$ cat src/rtl/uart_alu_pkg.sv
`default_nettype none
// ============================================================================
//  Module      : uart_alu_pkg
//  Description : Shared opcodes, FSM state encodings and helpers for the
//                UART/ALU command sequencer.
//  Revision    : 1.0 - initial release
// ============================================================================
package uart_alu_pkg;

    localparam int NB_OP_DFLT = 6;
    localparam int NB_STATE   = 6;

    localparam logic [NB_OP_DFLT-1:0] OP_ADD = 6'b100000;
    localparam logic [NB_OP_DFLT-1:0] OP_SUB = 6'b100010;
    localparam logic [NB_OP_DFLT-1:0] OP_AND = 6'b100100;
    localparam logic [NB_OP_DFLT-1:0] OP_OR  = 6'b100101;
    localparam logic [NB_OP_DFLT-1:0] OP_XOR = 6'b100110;
    localparam logic [NB_OP_DFLT-1:0] OP_NOR = 6'b100111;
    localparam logic [NB_OP_DFLT-1:0] OP_SRA = 6'b000011;
    localparam logic [NB_OP_DFLT-1:0] OP_SRL = 6'b000010;

    localparam logic [7:0] ERR_CODE_DFLT = 8'hEE;

    // One-hot encoding keeps each state decode to a single flop
    typedef enum logic [NB_STATE-1:0] {
        ST_IDLE    = 6'b000001,
        ST_WAIT_B  = 6'b000010,
        ST_WAIT_OP = 6'b000100,
        ST_EXEC    = 6'b001000,
        ST_SEND    = 6'b010000,
        ST_WAIT_TX = 6'b100000
    } state_t;

    function automatic int clog2(input int value);
        int r;
        int v;
        r = 0;
        v = value - 1;
        while (v > 0) begin
            r = r + 1;
            v = v >> 1;
        end
        return r;
    endfunction

endpackage
`default_nettype wire

$ cat src/rtl/uart_alu_ctrl_if.sv
`default_nettype none
// ============================================================================
//  Module      : uart_alu_ctrl_if
//  Description : UART receive/transmit handshake and ALU operand/result bus
//                seen by the command sequencer.
//  Revision    : 1.0 - initial release
// ============================================================================
interface uart_alu_ctrl_if #(
    parameter int NB_DATA = 8,
    parameter int NB_OP   = 6
) ();

    logic [NB_DATA-1:0] i_rx_data;
    logic               i_rx_done;
    logic [NB_DATA-1:0] i_alu_result;
    logic               i_tx_done;
    logic [NB_DATA-1:0] o_alu_data_a;
    logic [NB_DATA-1:0] o_alu_data_b;
    logic [NB_OP-1:0]   o_alu_op;
    logic [NB_DATA-1:0] o_tx_data;
    logic               o_tx_start;
    logic               o_busy;
    logic               o_err;

    // The sequencer itself
    modport slave (
        input  i_rx_data, i_rx_done, i_alu_result, i_tx_done,
        output o_alu_data_a, o_alu_data_b, o_alu_op, o_tx_data,
               o_tx_start, o_busy, o_err
    );

    // UART pair and ALU around the sequencer
    modport master (
        output i_rx_data, i_rx_done, i_alu_result, i_tx_done,
        input  o_alu_data_a, o_alu_data_b, o_alu_op, o_tx_data,
               o_tx_start, o_busy, o_err
    );

endinterface
`default_nettype wire

$ cat src/rtl/uart_alu_timeout.sv
`default_nettype none
// ============================================================================
//  Module      : uart_alu_timeout
//  Description : Inter-byte watchdog counter; flags expiry after
//                TIMEOUT_CLKS enabled clocks without a clear.
//  Revision    : 1.0 - initial release
// ============================================================================
module uart_alu_timeout
    import uart_alu_pkg::*;
#(
    parameter int TIMEOUT_CLKS = 1000000
) (
    input  logic clk,
    input  logic i_rst,
    input  logic i_clear,
    input  logic i_enable,
    output logic o_expired
);

    localparam int c_nb_cnt = clog2(TIMEOUT_CLKS) + 1;

    generate
        if (TIMEOUT_CLKS == 0) begin : g_disabled
            logic r_cnt;
            logic w_unused;

            always_ff @(posedge clk) begin
                r_cnt <= 1'b0;
            end

            assign w_unused  = &{1'b0, r_cnt, i_rst, i_clear, i_enable};
            assign o_expired = 1'b0;
        end else begin : g_counter
            localparam logic [c_nb_cnt-1:0] c_last = c_nb_cnt'(TIMEOUT_CLKS - 1);

            logic [c_nb_cnt-1:0] r_cnt;

            // Saturates at the terminal count so a held enable cannot wrap
            always_ff @(posedge clk) begin
                if (i_rst || i_clear) begin
                    r_cnt <= '0;
                end else if (i_enable && (r_cnt != c_last)) begin
                    r_cnt <= r_cnt + c_nb_cnt'(1);
                end
            end

            assign o_expired = i_enable && (r_cnt == c_last);
        end
    endgenerate

endmodule
`default_nettype wire

$ cat src/rtl/uart_alu_ctrl.sv
`default_nettype none
// ============================================================================
//  Module      : uart_alu_ctrl
//  Description : Collects operand A, operand B and opcode bytes from the UART,
//                drives the ALU and returns one result byte to the transmitter.
//  Revision    : 1.0 - initial release
// ============================================================================
module uart_alu_ctrl
    import uart_alu_pkg::*;
#(
    parameter int                 NB_DATA      = 8,
    parameter int                 NB_OP        = NB_OP_DFLT,
    parameter int                 TIMEOUT_CLKS = 1000000,
    parameter logic [NB_DATA-1:0] ERR_CODE     = NB_DATA'(ERR_CODE_DFLT)
) (
    input  logic            clk,
    input  logic            i_rst,
    uart_alu_ctrl_if.slave  bus
);

    state_t             r_state;
    state_t             w_state_next;
    logic [NB_DATA-1:0] r_alu_data_a;
    logic [NB_DATA-1:0] w_alu_data_a_next;
    logic [NB_DATA-1:0] r_alu_data_b;
    logic [NB_DATA-1:0] w_alu_data_b_next;
    logic [NB_OP-1:0]   r_alu_op;
    logic [NB_OP-1:0]   w_alu_op_next;
    logic [NB_DATA-1:0] r_tx_data;
    logic [NB_DATA-1:0] w_tx_data_next;
    logic               r_err;
    logic               w_err_next;

    logic [NB_OP-1:0]   w_opcode;
    logic               w_op_valid;
    logic               w_tmr_enable;
    logic               w_tmr_clear;
    logic               w_tmr_expired;

    assign w_opcode = bus.i_rx_data[NB_OP-1:0];

    always_comb begin
        w_op_valid = 1'b0;
        case (w_opcode)
            NB_OP'(OP_ADD), NB_OP'(OP_SUB), NB_OP'(OP_AND), NB_OP'(OP_OR),
            NB_OP'(OP_XOR), NB_OP'(OP_NOR), NB_OP'(OP_SRA), NB_OP'(OP_SRL):
                w_op_valid = 1'b1;
            default:
                w_op_valid = 1'b0;
        endcase
    end

    // Any received byte, or leaving the wait states, restarts the window
    assign w_tmr_enable = (r_state == ST_WAIT_B) || (r_state == ST_WAIT_OP);
    assign w_tmr_clear  = bus.i_rx_done || !w_tmr_enable;

    uart_alu_timeout #(
        .TIMEOUT_CLKS (TIMEOUT_CLKS)
    ) u_timeout (
        .clk       (clk),
        .i_rst     (i_rst),
        .i_clear   (w_tmr_clear),
        .i_enable  (w_tmr_enable),
        .o_expired (w_tmr_expired)
    );

    always_ff @(posedge clk) begin
        if (i_rst) begin
            r_state      <= ST_IDLE;
            r_alu_data_a <= '0;
            r_alu_data_b <= '0;
            r_alu_op     <= '0;
            r_tx_data    <= '0;
            r_err        <= 1'b0;
        end else begin
            r_state      <= w_state_next;
            r_alu_data_a <= w_alu_data_a_next;
            r_alu_data_b <= w_alu_data_b_next;
            r_alu_op     <= w_alu_op_next;
            r_tx_data    <= w_tx_data_next;
            r_err        <= w_err_next;
        end
    end

    always_comb begin
        w_state_next      = r_state;
        w_alu_data_a_next = r_alu_data_a;
        w_alu_data_b_next = r_alu_data_b;
        w_alu_op_next     = r_alu_op;
        w_tx_data_next    = r_tx_data;
        w_err_next        = 1'b0;

        case (r_state)
            ST_IDLE: begin
                if (bus.i_rx_done) begin
                    w_alu_data_a_next = bus.i_rx_data;
                    w_state_next      = ST_WAIT_B;
                end
            end
            ST_WAIT_B: begin
                if (bus.i_rx_done) begin
                    w_alu_data_b_next = bus.i_rx_data;
                    w_state_next      = ST_WAIT_OP;
                end else if (w_tmr_expired) begin
                    w_err_next   = 1'b1;
                    w_state_next = ST_IDLE;
                end
            end
            ST_WAIT_OP: begin
                if (bus.i_rx_done) begin
                    if (w_op_valid) begin
                        w_alu_op_next = w_opcode;
                        w_state_next  = ST_EXEC;
                    end else begin
                        // Skip EXEC: the error byte goes out in place of a result
                        w_tx_data_next = ERR_CODE;
                        w_err_next     = 1'b1;
                        w_state_next   = ST_SEND;
                    end
                end else if (w_tmr_expired) begin
                    w_err_next   = 1'b1;
                    w_state_next = ST_IDLE;
                end
            end
            ST_EXEC: begin
                w_tx_data_next = bus.i_alu_result;
                w_state_next   = ST_SEND;
            end
            ST_SEND: begin
                w_state_next = ST_WAIT_TX;
            end
            ST_WAIT_TX: begin
                if (bus.i_tx_done) begin
                    w_state_next = ST_IDLE;
                end
            end
            default: begin
                w_state_next = ST_IDLE;
            end
        endcase
    end

    assign bus.o_alu_data_a = r_alu_data_a;
    assign bus.o_alu_data_b = r_alu_data_b;
    assign bus.o_alu_op     = r_alu_op;
    assign bus.o_tx_data    = r_tx_data;
    assign bus.o_tx_start   = (r_state == ST_SEND);
    assign bus.o_busy       = (r_state == ST_EXEC) || (r_state == ST_SEND) ||
                              (r_state == ST_WAIT_TX);
    assign bus.o_err        = r_err;

endmodule
`default_nettype wire

$ cat src/flat_wrapper.sv
// flat-port wrapper written by rule: the top's interface ports become plain ports
module uart_alu_ctrl_flat import uart_alu_pkg::*;
#(
    parameter int                 NB_DATA      = 8,
    parameter int                 NB_OP        = NB_OP_DFLT,
    parameter int                 TIMEOUT_CLKS = 1000000,
    parameter logic [NB_DATA-1:0] ERR_CODE     = NB_DATA'(ERR_CODE_DFLT)
)
  (clk, i_rst, bus_i_rx_data, bus_i_rx_done, bus_i_alu_result, bus_i_tx_done, bus_o_alu_data_a, bus_o_alu_data_b, bus_o_alu_op, bus_o_tx_data, bus_o_tx_start, bus_o_busy, bus_o_err);
  uart_alu_ctrl_if #(.NB_DATA(NB_DATA), .NB_OP(NB_OP)) bus_i ();
  input  logic clk;
  input  logic i_rst;
  input wire logic [$bits(bus_i.i_rx_data)-1:0] bus_i_rx_data;
  input wire logic [$bits(bus_i.i_rx_done)-1:0] bus_i_rx_done;
  input wire logic [$bits(bus_i.i_alu_result)-1:0] bus_i_alu_result;
  input wire logic [$bits(bus_i.i_tx_done)-1:0] bus_i_tx_done;
  output wire logic [$bits(bus_i.o_alu_data_a)-1:0] bus_o_alu_data_a;
  output wire logic [$bits(bus_i.o_alu_data_b)-1:0] bus_o_alu_data_b;
  output wire logic [$bits(bus_i.o_alu_op)-1:0] bus_o_alu_op;
  output wire logic [$bits(bus_i.o_tx_data)-1:0] bus_o_tx_data;
  output wire logic [$bits(bus_i.o_tx_start)-1:0] bus_o_tx_start;
  output wire logic [$bits(bus_i.o_busy)-1:0] bus_o_busy;
  output wire logic [$bits(bus_i.o_err)-1:0] bus_o_err;
  assign bus_i.i_rx_data = bus_i_rx_data;
  assign bus_i.i_rx_done = bus_i_rx_done;
  assign bus_i.i_alu_result = bus_i_alu_result;
  assign bus_i.i_tx_done = bus_i_tx_done;
  assign bus_o_alu_data_a = bus_i.o_alu_data_a;
  assign bus_o_alu_data_b = bus_i.o_alu_data_b;
  assign bus_o_alu_op = bus_i.o_alu_op;
  assign bus_o_tx_data = bus_i.o_tx_data;
  assign bus_o_tx_start = bus_i.o_tx_start;
  assign bus_o_busy = bus_i.o_busy;
  assign bus_o_err = bus_i.o_err;
  uart_alu_ctrl #(.NB_DATA(NB_DATA), .NB_OP(NB_OP), .TIMEOUT_CLKS(TIMEOUT_CLKS), .ERR_CODE(ERR_CODE)) u_core (.clk(clk), .i_rst(i_rst), .bus(bus_i));
endmodule
$ cat config.mk
export PLATFORM = sky130hd
export DESIGN_NAME = uart_alu_ctrl_flat
export DESIGN_NICKNAME = d
export VERILOG_FILES = /design/src/rtl/uart_alu_pkg.sv /design/src/rtl/uart_alu_ctrl_if.sv /design/src/rtl/uart_alu_timeout.sv /design/src/rtl/uart_alu_ctrl.sv /design/src/flat_wrapper.sv
export SDC_FILE = /design/constraint.sdc
export NUM_CORES = 1
export LEC_CHECK = 0
export CORE_UTILIZATION = 45
export CTS_CLUSTER_DIAMETER = 30
export DETAILED_ROUTE_END_ITERATION = 8
export HOLD_SLACK_MARGIN = 0.06
export PLACE_DENSITY = 0.74
export RECOVER_POWER = 100
export SLEW_MARGIN = 5
export SYNTH_ARGS = -nofsm -noshare
export SYNTH_HDL_FRONTEND = slang
export SYNTH_HIERARCHICAL = 1
export SYNTH_SLANG_ARGS = --single-unit
export TNS_END_PERCENT = 30
$ cat constraint.sdc
create_clock -name clk -period 2.45 [get_ports clk]
set_input_delay 0.3675 -clock clk [delete_from_list [all_inputs] [get_ports clk]]
set_output_delay 0.3675 -clock clk [all_outputs]
set_load 0.01 [all_outputs]
==> flow_summary.ini <==
[synthesis]
synth_area_mm2 = 0.00262
netlist_instances = 292
synth_edf_count = 0
synth_area_leaders = dfxtp_1 (44%), mux2i_1 (7.6%), nor2_1 (7.5%), xnor2_1 (3.7%), a21oi_1 (2.7%)
synth_warnings = 6
seq_area_frac_synth_pct = 44.4
async_flop_share_pct = 0
synth_top_area_cell = dfxtp_1
synth_ff_type = dfxtp_1
postSynthAreaPerCell_um2 = 8.96
syn_nets = 313
ys_ff_latch = 58
synth_top_area_share_pct = 44.4
yosysUniqueCellTypes = 45

[worst_setup_path]
r2r_start = u_core/r_state[3]$_SDFFE_PP0P_
cpMostUsedCell = inv_1
reg2reg_to = u_core/u_timeout/g_counter.r_cnt[12]$_SDFFE_PP0P_
cp.buffers_inverters = 2
slowest_delay_ps = 560
start_kind = register
ff2ff_path_depth = 7
cp.required_ps = 2710
slowest_stage = or4_4
crit_type = reg -> reg
path_depth = 7
worst_ep_arrival_time_ps = 2490
endpoint = u_core/u_timeout/g_counter.r_cnt[12]$_SDFFE_PP0P_
crit_fanout = 8
path_cells = nor4_2 > o21ai_1 > inv_1 > inv_1 > or4_4 > or3_1 > a21oi_1
r2r_slack_ps = 220
endpoint_kind = register
crit_start = u_core/r_state[3]$_SDFFE_PP0P_
cp_top_family = simple AND/OR/NAND/NOR gates

[route]
final_antenna_net_count = 0
drc = 0
routed_wl_um = 5760
routed_via_density = 5.26
wl_per_cell_um = 13.6
firstDrtPassIters = 4
drt_iter0_drc = 93
dr_total_vias = 2235

[clock_tree]
root_buffer = clkbuf_8
ctsHoldBuffers = 0
ctsHtreeMaxLevel = 3
path_clk_slew_ps = 70
postCtsSetupRepairBufs = 0
ctsResizeCount = 1
clock_latency_ps = 340
cts_made_buffers = 9
cts_tree = yes
cts.sinks = 58
clockBufferDepth = 2

[sta]
rsz0062_at_grt = false
clock_skew_ps = 12.8
tightestPinTransition_ps = 965
slew_violations = 0
post-route-min-period_ps = 2230
period_share_pct = 91.2
setup_viol = 0
relSlewSlack_pct = 35.2
worst_slack_ps = 216
fmax_mhz = 448
fin_setup_tns_ps = 0
hold_viol = 0

[global_routing]
use_met1_pct = 26.0
antenna_found_initial = 0
grt_pass1_wl_um = 9850
grt_util_all_layers_pct = 20.8
grt.overflow.total = 0
grt_max_degree = 33
use_met2_pct = 33.0
grtUsageMet3_pct = 7.33
grt_pass1_vias = 2143
busiest_layer = met2

[worst_hold_path]
min_from = u_core/bus.o_alu_op[0]$_SDFFE_PP0P_
hp-class = reg -> reg

[finish]
nNetsFinal = 369
drive_above_1_share_pct = 9.63
final_cells = 425
syn2layout_area_growth_pct = 29.3
n_antenna_cell = 0

[floorplanning]
core_mm2 = 0.00554
die_h_um = 78.3
dieWidth_um = 78.3
ios = 53
die_area_mm2 = 0.00613
rows = 27
start_util_pct = 47.2

[power]
power_leakage_nw = 1.35
vdd.ir_drop.worst_v = 0.000431
power_mw = 2.03
power_density_mw_per_mm2 = 599

[flow_run]
max_cap_viol_count = 0

[placement]
place_inst = 409
place_congestion = 0.901
hpwl_um = 4010
port_buffers = 52
pre_cts_slack_ps = 250

[run_status]
status = complete, no violations
## worst min-delay path by stage
stage	slack, ps	end	cells past startpoint
after floorplan	480	u_core/bus.o_alu_op[0]$_SDFFE_PP0P_	2
after global placement	440	u_core/bus.o_alu_op[0]$_SDFFE_PP0P_	2
after detailed placement	450	u_core/bus.o_alu_op[5]$_SDFFE_PP0P_	2
after CTS	460	u_core/bus.o_alu_op[5]$_SDFFE_PP0P_	2
after global routing	480	u_core/bus.o_alu_op[1]$_SDFFE_PP0P_	2
final	460	u_core/bus.o_alu_op[0]$_SDFFE_PP0P_	2
## report_power, final
| part | switching, mW | internal (mW) | leakage [nW] |
|---|---|---|---|
| combinational | 0.0771 | 0.0837 | 0.787 |
| clock | 0.395 | 0.496 | 0.0945 |
| sequential | 0.0167 | 0.960 | 0.469 |
## stage by stage
stage,utilization (%),instance area (µm²),hold slack (ps)
finish,61.1,3380,459
global route,61.1,3380,482
CTS,61.8,3420,464
detailed placement,58.1,3220,454
global placement,58.1,3220,444
floorplan,-,2620,479
## synth_stat cells, drive strengths merged, types with 7 or more instances
cell type	instances
mux2i	20
nand2	18
xnor2	11
o21ai	8
xor2	8
clkbuf	8
nand4	8
a211oi	7
nor2	52
dfxtp	58
nor3	11
nand3	8
a21oi	14
buf	8
## placed cells by master, fill, tap and decap left out, types with 2 or more instances in the layout
master | Yosys | layout
clkbuf_8 | 0 | 10
a21oi_1 | 14 | 14
nor3_1 | 5 | 9
buf_4 | 0 | 4
inv_1 | 5 | 6
dlygate4sd3_1 | 0 | 32
or4_1 | 2 | 2
and3_1 | 6 | 6
or2_2 | 3 | 3
o22ai_1 | 2 | 2
nand3_1 | 8 | 8
nand2b_1 | 2 | 2
clkdlybuf4s50_1 | 0 | 19
nor3_2 | 6 | 2
nor3b_1 | 5 | 5
nor2b_1 | 3 | 3
dfxtp_1 | 58 | 58
mux2i_1 | 20 | 20
nor4_1 | 3 | 3
clkbuf_1 | 8 | 4
or3_1 | 3 | 3
or4b_1 | 2 | 2
clkinvlp_4 | 0 | 3
xor2_1 | 8 | 8
a32o_1 | 2 | 2
nand4_1 | 7 | 7
nor2_1 | 52 | 52
o21ai_0 | 7 | 7
xnor2_1 | 11 | 11
nand2_1 | 18 | 18
a211oi_1 | 7 | 7
## cell families after synthesis
logic type / count (synthesis) / share of synthesized area [%]
XOR/XNOR: 19 / 6.36
adder cells (fa/ha/maj): 1 / 0.478
AO/OA/AOI/OAI: 36 / 8.41
buffers and inverters: 22 / 3.78
AND/OR/NAND/NOR: 136 / 29.0
flip-flops: 58 / 44.4
multiplexers: 20 / 7.65
## sequential cells by signal, indices dropped and copies added, names as in the netlist
name	cells
u_core/bus.o_alu_data_a	8
u_core/bus.o_alu_data_b	8
u_core/bus.o_alu_op	6
u_core/bus.o_err	1
u_core/bus.o_tx_data	8
u_core/r_state	6
u_core/u_timeout/g_counter.r_cnt	21
## layer usage
| metal | wire length, µm | vias to the layer above | share of wire, % |
|---|---|---|---|
| met5 | 0 | - | 0 |
| met4 | 82 | 0 | 1.4 |
| met3 | 242 | 6 | 4.2 |
| met2 | 2710 | 41 | 47 |
| met1 | 2720 | 1056 | 47 |
| li1 | - | 1132 | - |
## area by class of cell
| type | instances | area, µm² |
|---|---|---|
| multi-input cells | 212 | 1340 |
| well taps | 72 | 90.1 |
| clock buffers | 10 | 138 |
| inverters | 6 | 22.5 |
| flip-flops and latches | 58 | 1160 |
| clock inverters | 6 | 66.3 |
| fillers | 488 | 2160 |
| repair buffers | 61 | 569 |
## worst register-to-register path, delay by kind of cell (launching register included)
kind,cells,cell delay (ps)
AO/OA/AOI/OAI,2,300
AND/OR/NAND/NOR,3,1310
buffers and inverters,2,170
flip-flops,1,400
Note: power is estimated with default switching activity, not from simulation.
==> patch: new RTL, same settings <==
Reset style: asynchronous (`i_rst`), changed in one clocked block.
--- a/src/rtl/uart_alu_ctrl.sv
+++ b/src/rtl/uart_alu_ctrl.sv
@@ -65,5 +65,5 @@
     );
 
-    always_ff @(posedge clk) begin
+    always_ff @(posedge clk or posedge i_rst) begin
         if (i_rst) begin
             r_state      <= ST_IDLE;
Function: differs if i_rst is asserted again (counterexample within 4 cycles, from zero or initial values and one cycle with i_rst high); with i_rst held inactive, the same outputs for 10 cycles.
==> patch against the unedited design <==
  * Design area grew 3.1%
  * Final cell count is 6.6% lower
  * Sequential cell count did not move
  * Fmax down 2.4%
  * Via count is 7.6% lower
  * Setup slack lost 0.054 ns
  * Count of clock-buffer cells in the layout unchanged
  * Core utilization rose by 0.74 points
  * Area after synthesis is 2.9% higher
  * Wire length is 3.4% lower
  * Critical path type unchanged
Power is not compared: it rests on default switching activity, and its combinational part moved more than twofold at a synthesized area within 25%.
==> patch: results (changes against the unedited design) <==
status: "finished, final reports clean"  # unchanged
synth.area.top_cells: "dfrtp_1 33%, dfxtp_1 16%, mux2_2 7.1%"  # was dfxtp_1 44%, mux2i_1 7.6%, nor2_1 7.5%
final_cells: 397  # was 425
slowest_stage: "or4_4"  # unchanged
drtIter0Drc: 89  # was 93
first_pass_iters: 4  # unchanged
grt_use_total: 0.2009  # was 0.2084
num-nets-final: 341  # was 369
viasPerCell: 5.202  # was 5.259
dp_hpwl_um: 3888  # was 4008 µm
clock_skew_ns: 0.009722  # was 0.01280 ns
ys_top_cells_by_count: "37 x nor2_1, 36 x dfrtp_1, 21 x dfxtp_1"  # was 58 x dfxtp_1, 52 x nor2_1, 20 x mux2i_1
grt_pass1_wl_um: 9680  # was 9846 µm
yosysSeqAreaShare: 0.5005  # was 0.4436
wl_per_cell_um: 14.01  # was 13.55 µm
yosys_warnings: 6  # unchanged
gp_congestion: 0.8357  # was 0.9005
synth.net_count: 282  # was 313
grt_max_degree: 38  # was 33
port_buffers: 52  # unchanged
avgSynthCellArea_um2: 10.32  # was 8.964 µm²
ys_types: 47  # was 45
synthArstFlopShare: 0.6379  # was 0
grt_pass1_vias: 2136  # was 2,143
crit_arrival_ns: 2.47  # was 2.49 ns
dp_cells: 381  # was 409
slew_headroom: 0.4018  # was 0.3519
p_leak_uw: 0.001436
drive_above_1_share: 0.1569  # was 0.09632
-- patch: cell count changes after synthesis, moves of 6 or more --
cell	before	now
dfxtp_1	58	21
dfrtp_1	0	36
mux2i_1	20	1
mux2_2	0	17
nor2_1	52	37
a211oi_1	7	0
nand2_1	18	12
-- patch: per-stage QoR --
step / power [µW] / cell area [µm²] / util / hold WS, ns / setup WS [ns]
3_3_place_gp: 2270 / 3288 / 0.5828 / 0.4720 / 0.1857
3_5_place_dp: 2290 / 3288 / 0.5828 / 0.4750 / 0.1328
2_1_floorplan: 1785 / 2693 / - / 0.4792 / 0.006790
5_1_grt: 3342 / 3488 / 0.6183 / 0.5100 / 0.04059
6_report: 3168 / 3488 / 0.6183 / 0.4872 / 0.1624
4_1_cts: 3280 / 3506 / 0.6214 / 0.4929 / 0.02372
-- patch: metal layers --
layer | global-route usage | vias up | routed length (µm)
li1 | - | 1032 | -
met1 | 0.2504 | 978 | 2527
met2 | 0.3190 | 48 | 2627
met3 | 0.05747 | 7 | 332
met4 | 0.09636 | 0 | 76
met5 | 0 | - | 0
-- patch: worst paths after layout --
kind / to / slack [ns] / start / cells past startpoint
worst max-delay path: u_core/u_timeout/g_counter.r_cnt[14] / 0.16 / u_core/r_state[0] / 7
worst min-delay path: u_core/bus.o_alu_op[2] / 0.49 / u_core/bus.o_alu_op[2] / 1
worst max register to register: u_core/u_timeout/g_counter.r_cnt[14] / 0.16 / u_core/r_state[0] / 7
worst min register to register: u_core/bus.o_alu_op[2] / 0.49 / u_core/bus.o_alu_op[2] / 1
max in group asynchronous: u_core/r_state[5] / 1.08 / i_rst / 3
min in group asynchronous: u_core/bus.o_alu_data_a[3] / 0.81 / i_rst / 3
-- patch: timing repair --
action                     CTS  global route
setup endpoints to repair    0             4
hold endpoints to repair     0             0
gates resized for setup      0             2
-- patch: kinds of logic after synthesis --
kind of cell,share of synthesized area
multiplexers,0.09154
AND/OR/NAND/NOR,0.2319
buffers and inverters,0.03067
AO/OA/AOI/OAI,0.07575
XOR/XNOR,0.06506
flip-flops,0.5005
adder cells (fa/ha/maj),0.004646
-- patch: final cells by class --
type | instances | area [µm²]
Tap cell | 72 | 90.09
Clock inverter | 6 | 80.08
Multi-Input combinational cell | 188 | 1247
Fill cell | 481 | 2153
Timing Repair Buffer | 59 | 570.5
Inverter | 4 | 15.01
Clock buffer | 10 | 137.6
Sequential cell | 58 | 1348
-- patch: where the power goes --
part / total [µW] / switching [µW] / leakage [µW] / internal [µW]
registers: 1300 / 131 / 0.000631 / 1170
logic: 897 / 383 / 0.000688 / 514
clock network: 972 / 379 / 0.000116 / 593
total: 3170 / 894 / 0.00144 / 2270
